**src/rtl/clock_pkg.sv**
```systemverilog
// Shared encodings and limits for the time-of-day core and its alarm.
package clock_pkg;

    typedef enum logic [2:0] {
        MODE_RUN         = 3'd0,
        MODE_SET_MIN     = 3'd1,
        MODE_SET_HR      = 3'd2,
        MODE_SET_ALM_MIN = 3'd3,
        MODE_SET_ALM_HR  = 3'd4
    } mode_e;

    typedef enum logic [1:0] {
        ALM_IDLE    = 2'd0,
        ALM_RINGING = 2'd1,
        ALM_SNOOZE  = 2'd2
    } alarm_state_e;

    localparam logic [5:0] SEC_MAX = 6'd59;
    localparam logic [5:0] MIN_MAX = 6'd59;
    localparam logic [4:0] HR_MAX  = 5'd23;

    function automatic logic [5:0] inc_wrap6(input logic [5:0] v, input logic [5:0] max);
        return (v == max) ? 6'd0 : v + 6'd1;
    endfunction

    function automatic logic [4:0] inc_wrap5(input logic [4:0] v, input logic [4:0] max);
        return (v == max) ? 5'd0 : v + 5'd1;
    endfunction

endpackage

```
**src/rtl/alarm_fsm.sv**
```systemverilog
// Alarm registers, wake-up compare, IDLE/RINGING/SNOOZE machine and its elapsed-seconds counter.
module alarm_fsm
    import clock_pkg::*;
#(
    parameter int ALARM_LEN_S = 60,
    parameter int SNOOZE_MIN  = 5
) (
    input  logic       i_clk,
    input  logic       i_reset,
    input  logic       i_en,
    input  logic       i_sec,
    input  logic       i_timeset_stb,
    input  logic [2:0] i_mode,
    input  logic       i_arm,
    input  logic       i_ack,
    input  logic [5:0] i_sec_next,
    input  logic [5:0] i_min_next,
    input  logic [4:0] i_hr_next,
    output logic       o_active
);

    localparam int SNOOZE_S = SNOOZE_MIN * 60;
    localparam int CNT_MAX  = (ALARM_LEN_S > SNOOZE_S) ? ALARM_LEN_S : SNOOZE_S;
    localparam int CNT_W    = $clog2(CNT_MAX + 1);
    localparam logic [CNT_W-1:0] RING_LAST   = CNT_W'(ALARM_LEN_S - 1);
    localparam logic [CNT_W-1:0] SNOOZE_LAST = CNT_W'(SNOOZE_S - 1);

    alarm_state_e     state;
    logic [CNT_W-1:0] elapsed;
    logic [5:0]       alarm_mm;
    logic [4:0]       alarm_hh;
    logic             run_mode;
    logic             hit;

    assign run_mode = (i_mode == MODE_RUN) || (i_mode > MODE_SET_ALM_HR);
    // Compare against the post-tick time so RINGING lands on the same edge as hh:mm:00.
    assign hit = i_sec && run_mode && (i_sec_next == 6'd0)
                 && (i_min_next == alarm_mm) && (i_hr_next == alarm_hh);

    always_ff @(posedge i_clk) begin
        if (i_reset) begin
            state    <= ALM_IDLE;
            elapsed  <= '0;
            alarm_mm <= '0;
            alarm_hh <= '0;
            o_active <= 1'b0;
        end else if (i_en) begin
            if (i_timeset_stb && i_mode == MODE_SET_ALM_MIN) alarm_mm <= inc_wrap6(alarm_mm, MIN_MAX);
            if (i_timeset_stb && i_mode == MODE_SET_ALM_HR)  alarm_hh <= inc_wrap5(alarm_hh, HR_MAX);

            if (!i_arm) begin
                state    <= ALM_IDLE;
                elapsed  <= '0;
                o_active <= 1'b0;
            end else begin
                case (state)
                    ALM_IDLE: if (hit) begin
                        state    <= ALM_RINGING;
                        elapsed  <= '0;
                        o_active <= 1'b1;
                    end
                    ALM_RINGING: if (i_ack) begin
                        state    <= ALM_SNOOZE;
                        elapsed  <= '0;
                        o_active <= 1'b0;
                    end else if (i_sec) begin
                        if (elapsed == RING_LAST) begin
                            state    <= ALM_IDLE;
                            elapsed  <= '0;
                            o_active <= 1'b0;
                        end else begin
                            elapsed <= elapsed + CNT_W'(1);
                        end
                    end
                    ALM_SNOOZE: if (i_sec) begin
                        if (elapsed == SNOOZE_LAST) begin
                            state    <= ALM_RINGING;
                            elapsed  <= '0;
                            o_active <= 1'b1;
                        end else begin
                            elapsed <= elapsed + CNT_W'(1);
                        end
                    end
                    default: begin
                        state    <= ALM_IDLE;
                        elapsed  <= '0;
                        o_active <= 1'b0;
                    end
                endcase
            end
        end
    end

endmodule

```
**src/rtl/timekeeper_alarm.sv**
```systemverilog
// Time-of-day core: selectable 1 Hz source, set modes, 12/24 h display, update/shift strobes.
// Define ALARM_EN to build the alarm (alarm_fsm); otherwise o_alarm_active is tied low.
module timekeeper_alarm
    import clock_pkg::*;
#(
    parameter int SRC_COUNT   = 2,
    parameter int SHIFT_DELAY = 4,
    parameter int ALARM_LEN_S = 60,
    parameter int SNOOZE_MIN  = 5
) (
    input  logic                 i_clk,
    input  logic                 i_reset,
    input  logic                 i_en,
    input  logic [SRC_COUNT-1:0] i_sec_stb,
    input  logic [((SRC_COUNT > 1) ? $clog2(SRC_COUNT) : 1)-1:0] i_src_sel,
    input  logic                 i_timeset_stb,
    input  logic [2:0]           i_mode,
    input  logic                 i_12h,
    input  logic                 i_alarm_arm,
    input  logic                 i_alarm_ack,
    output logic [5:0]           o_seconds,
    output logic [5:0]           o_minutes,
    output logic [4:0]           o_hours,
    output logic                 o_pm,
    output logic                 o_alarm_active,
    output logic                 o_colon,
    output logic                 o_update_stb,
    output logic                 o_shift_start_stb
);

    logic [5:0]             seconds, minutes, sec_n, min_n;
    logic [4:0]             hours, hr_n;
    logic                   sec_raw, sec, set_min, set_hr, first_pending;
    logic [SHIFT_DELAY-1:0] dly;

    // Out-of-range selections fall back to source 0.
    always_comb begin
        sec_raw = i_sec_stb[0];
        for (int i = 1; i < SRC_COUNT; i++)
            if (int'(i_src_sel) == i) sec_raw = i_sec_stb[i];
    end

    assign sec     = i_en & sec_raw;
    assign set_min = (i_mode == MODE_SET_MIN);
    assign set_hr  = (i_mode == MODE_SET_HR);

    always_comb begin
        // NOTE: every variable gets a default first, so no path can infer a latch.
        sec_n = seconds;
        min_n = minutes;
        hr_n  = hours;
        if (set_min || set_hr) begin
            sec_n = 6'd0;
            if (i_timeset_stb && set_min) min_n = inc_wrap6(minutes, MIN_MAX);
            if (i_timeset_stb && set_hr)  hr_n  = inc_wrap5(hours, HR_MAX);
        end else if (sec) begin
            sec_n = inc_wrap6(seconds, SEC_MAX);
            if (seconds == SEC_MAX) begin
                min_n = inc_wrap6(minutes, MIN_MAX);
                if (minutes == MIN_MAX) hr_n = inc_wrap5(hours, HR_MAX);
            end
        end
    end

    always_ff @(posedge i_clk) begin
        if (i_reset) begin
            seconds       <= '0;
            minutes       <= '0;
            hours         <= '0;
            o_colon       <= 1'b0;
            o_update_stb  <= 1'b0;
            first_pending <= 1'b1;
            dly           <= '0;
        end else if (i_en) begin
            // NOTE: non-blocking so every register samples pre-edge values, independent of order.
            seconds       <= sec_n;
            minutes       <= min_n;
            hours         <= hr_n;
            o_colon       <= o_colon ^ sec;
            o_update_stb  <= first_pending || ({hr_n, min_n, sec_n} != {hours, minutes, seconds});
            first_pending <= 1'b0;
            dly           <= SHIFT_DELAY'({dly, o_update_stb});
        end
    end

    assign o_shift_start_stb = dly[SHIFT_DELAY-1];
    assign o_seconds         = seconds;
    assign o_minutes         = minutes;

    always_comb begin
        o_hours = hours;
        o_pm    = 1'b0;
        if (i_12h) begin
            o_pm = (hours >= 5'd12);
            if (hours == 5'd0)       o_hours = 5'd12;
            else if (hours > 5'd12)  o_hours = hours - 5'd12;
        end
    end

`ifdef ALARM_EN
    alarm_fsm #(
        .ALARM_LEN_S (ALARM_LEN_S),
        .SNOOZE_MIN  (SNOOZE_MIN)
    ) u_alarm (
        .i_clk         (i_clk),
        .i_reset       (i_reset),
        .i_en          (i_en),
        .i_sec         (sec),
        .i_timeset_stb (i_timeset_stb),
        .i_mode        (i_mode),
        .i_arm         (i_alarm_arm),
        .i_ack         (i_alarm_ack),
        .i_sec_next    (sec_n),
        .i_min_next    (min_n),
        .i_hr_next     (hr_n),
        .o_active      (o_alarm_active)
    );
`else
    logic unused_alarm;
    assign unused_alarm   = ^{i_alarm_arm, i_alarm_ack};
    assign o_alarm_active = 1'b0;
`endif

endmodule

```
**config.mk**
```make
export PLATFORM = sky130hd
export DESIGN_NAME = timekeeper_alarm
export DESIGN_NICKNAME = d
export VERILOG_FILES = /design/src/rtl/clock_pkg.sv /design/src/rtl/alarm_fsm.sv /design/src/rtl/timekeeper_alarm.sv
export SDC_FILE = /design/constraint.sdc
export NUM_CORES = 1
export LEC_CHECK = 0
export ABC_AREA = 1
export BUFFER_PORTS_ARGS = -buffer_cell sky130_fd_sc_hd__buf_2
export CAP_MARGIN = 0
export CORE_ASPECT_RATIO = 1.5
export CORE_MARGIN = 1
export CORE_UTILIZATION = 60
export DETAILED_ROUTE_END_ITERATION = 8
export PLACE_DENSITY = 0.85
export SYNTH_ARGS = -nofsm -noshare
export SYNTH_HDL_FRONTEND = slang
export SYNTH_SLANG_ARGS = --single-unit
```
**constraint.sdc**
```tcl
create_clock -name i_clk -period 4.8 [get_ports i_clk]
set_input_delay 0.48 -clock i_clk [delete_from_list [all_inputs] [get_ports i_clk]]
set_output_delay 0.48 -clock i_clk [all_outputs]
set_load 0.05 [all_outputs]
```
==> impl_results.md <==
- Run status: complete, no violations
- Minimum setup slack after placement: 2569 ps
- GRT met1 Usage: 0.3198
- Flip-flop and latch count after synthesis: 24
- Library cells used by synthesis: 33
- Type of destination of the critical path: primary output
- Maximum ir drop on the vdd rail: 0.1919 mV
- Ports: 35
- Total CTS buffers: 3
- Highest clock rate: 407.2 MHz
- Die width: 47.36 um
- CP required: 4320 ps
- Share of cells above drive strength 1: 0.1651
- Minimum clock period after layout: 2456 ps
- Net count reported at finish: 348
- Syn Inst Count: 300
- Critical Path AT: 1980 ps
- Number of setup buffers added after CTS: 0
- Global-route wire length before repair: 6803 um
- Cell row count: 24
- Largest area contributor in the synthesized netlist: dfxtp_1
- Post-DP HPWL: 3199 um
- Vias post-DR: 2,032
- FF-to-FF setup slack: 2760 ps
- Longest individual stage delay on the worst path: 500 ps
- Synthesized net count: 320
- Total standard cell area after synthesis: 1852 um2
- Chip height: 70.04 um
- Final setup violation count: 0
- Most used DFF post-synth: dfxtp_1
- Final design utilization: 0.7092
- Final count of pins violating max slew: 0
- Total Routed Length: 4332 um
- Global-route usage over all layers: 0.2790
- Crit Path Max Fanout: 9
- Global Route met3 Usage: 0.04134
- Commonest cells after routing, fill and taps aside: 63 x nand2_1, 39 x nor2_1, 36 x inv_1
- Tightest Hold Check Type: reg -> reg
- Cell area power density: 243.1 nW/um2
- Most common cell after layout, fill and taps aside: nand2_1
- Number of global-route vias before repair: 1,668
- Final antenna-violating net count: 0
- Initial antenna violation count: 0
- Register clock-pin slew on the reported worst setup and hold paths: 80 ps
- Share of async-settable or async-resettable flops after synthesis: 0
- GR Layer Usage met2: 0.4749
- Ratio of routed vias to standard cells: 5.552
- Reported max-cap violation count: 0
- Crit Reg-Reg Endpoint: o_update_stb
- H-Tree Depth: 1
- Placer Congestion: 0.8665
- RSZ-0062 raised after global routing: false
- Top delay family on crit path: buffers and inverters
- Source of the worst hold timing path: o_colon
- Worst hold margin: 456.2 ps
- Total buffers and inverters traversed by the critical path: 3
- Detailed-router iteration count before antenna repair: 4
- R2r worst-path depth: 11
- Insertion delay of the later-clocked pin in the worst-skew pair: 280 ps
- First-iteration detailed-routing DRC count: 46
- Kind of start point of the critical path: register
- Series of cell instances along the critical path: inv_1 > ha_1 > nand4_1 > inv_1 > a2111oi_0 > buf_2
- Busiest grt layer: met2
- Total of buffers placed on input and output ports: 31
- WHS Path Cells: 1
- Number of enable-type register cells in the synthesized netlist: 0
- Part of the cycle the worst path needs: 0.5117
- # clock sinks: 24
- Effective utilization at floorplan: 0.6357
- Area contributors post-synth: dfxtp_1 26%, nand2_1 13%, nor2_1 7.9%
- Hold Buf Count CTS: 0
- Gr ovfl total: 0
- WL per Instance: 11.84 um
- Worst-case clock buffer depth: 2
- Sequential fraction of the synthesis area: 0.2595
- Most numerous cell on the critical path: inv_1
- Diodes inserted: 0
- Mean area per synthesized cell: 6.173 um2
- Number of design rule violations left after detail routing: 0
- CTS tree: done
- Critical Setup Path Class: reg -> out
- Area share of the largest cell type after synthesis: 0.2595
- Final hold vios: 0
- Die Area: 3317 um2
- Root Buffer Master: clkbuf_8
- Synth warnings: 0
- Synthesis-to-finish area growth: 11.55%
- CTS resizes: 0
- Hold Path Sink: o_colon
- Static leakage: 1.032 nW
- Worst setup skew after layout: 5.433 ps
- R2R Path Start: o_minutes[1]
- Maximum number of pins on one net before global-route repair: 29
- Final worst slack: 2344 ps
- Worst path slowest cell: dfxtp_1
- Std-Cell Core Area: 2913 um2
- Setup Total Neg Slack: 0 ps
## report_power, final
part / switching, mW / internal (mW) / total [mW]
sequential: 0.0132 / 0.210 / 0.223
combinational: 0.0994 / 0.0362 / 0.136
clock: 0.0697 / 0.0735 / 0.143
## how the worst max path moves through the flow
stage	startpoint	end	slack, ps	cells after the start
after floorplan	hours[2]	o_hours[4]	1060	5
after global placement	i_en	o_update_stb	2590	13
after detailed placement	i_en	o_update_stb	2570	13
after CTS	hours[2]	o_hours[4]	2400	6
after global routing	hours[2]	o_hours[4]	2200	6
final	hours[2]	o_hours[4]	2340	6
## synthesized netlist by cell type, types with 4 or more instances
cell type / number
a21oi_1: 24
clkbuf_1: 4
nor2_1: 39
nand4_1: 9
nand3_1: 28
o21ai_1: 4
inv_1: 36
inv_2: 4
dfxtp_1: 24
nand2_2: 4
nand2_1: 63
ha_1: 7
o21ai_0: 24
## per-layer routing
| metal | up-vias | wire length (um) | part of all wire |
|---|---|---|---|
| met3 | 9 | 154 | 0.036 |
| met2 | 49 | 2228 | 0.51 |
| li1 | 1047 | - | - |
| met4 | 0 | 97 | 0.022 |
| met1 | 927 | 1851 | 0.43 |
| met5 | - | 0 | 0 |
## metrics by stage
step | total power [mW] | area [um2] | instances
3_3_place_gp | 0.3600 | 2011 | 362
6_report | 0.5021 | 2066 | 366
3_5_place_dp | 0.3622 | 2011 | 362
4_1_cts | 0.5038 | 2066 | 366
2_1_floorplan | 0.3329 | 1852 | 300
5_1_grt | 0.5268 | 2066 | 366
## logic make-up (layout without fill, tap and decap cells)
| family | count (synthesis) | in the layout | synth area share |
|---|---|---|---|
| other | 1 | 1 | 0.002025 |
| flip-flops | 24 | 24 | 0.2595 |
| AO/OA/AOI/OAI | 61 | 61 | 0.1811 |
| buffers and inverters | 49 | 76 | 0.1088 |
| AND/OR/NAND/NOR | 157 | 157 | 0.3959 |
| adder cells (fa/ha/maj) | 7 | 7 | 0.04730 |
| multiplexers | 1 | 1 | 0.005406 |
## registers in the layout (all words and copies together) (netlist names)
name	flops
o_seconds	6
o_colon	1
hours	5
o_minutes	6
first_pending	1
o_update_stb	1
dly	4
## layout make-up
class	count	area, um2
clock buffers	4	55.05
repair buffers	31	155.1
flip-flops and latches	24	480.5
multi-input cells	227	1170
fillers	303	847.1
well taps	39	48.80
inverters	41	156.4
## worst reg2reg max path, cell delays in order (launching register included)
cell     delay [ps]
dfxtp_1         440
ha_1            260
nand3_1         110
nor2_2          210
inv_1           160
o21ai_4         280
nand3_1         140
nand2_1         100
nor2_1           40
nand2_1          70
nor2_1           60
nor2_1          100
Power figures use the tool's default switching activity.
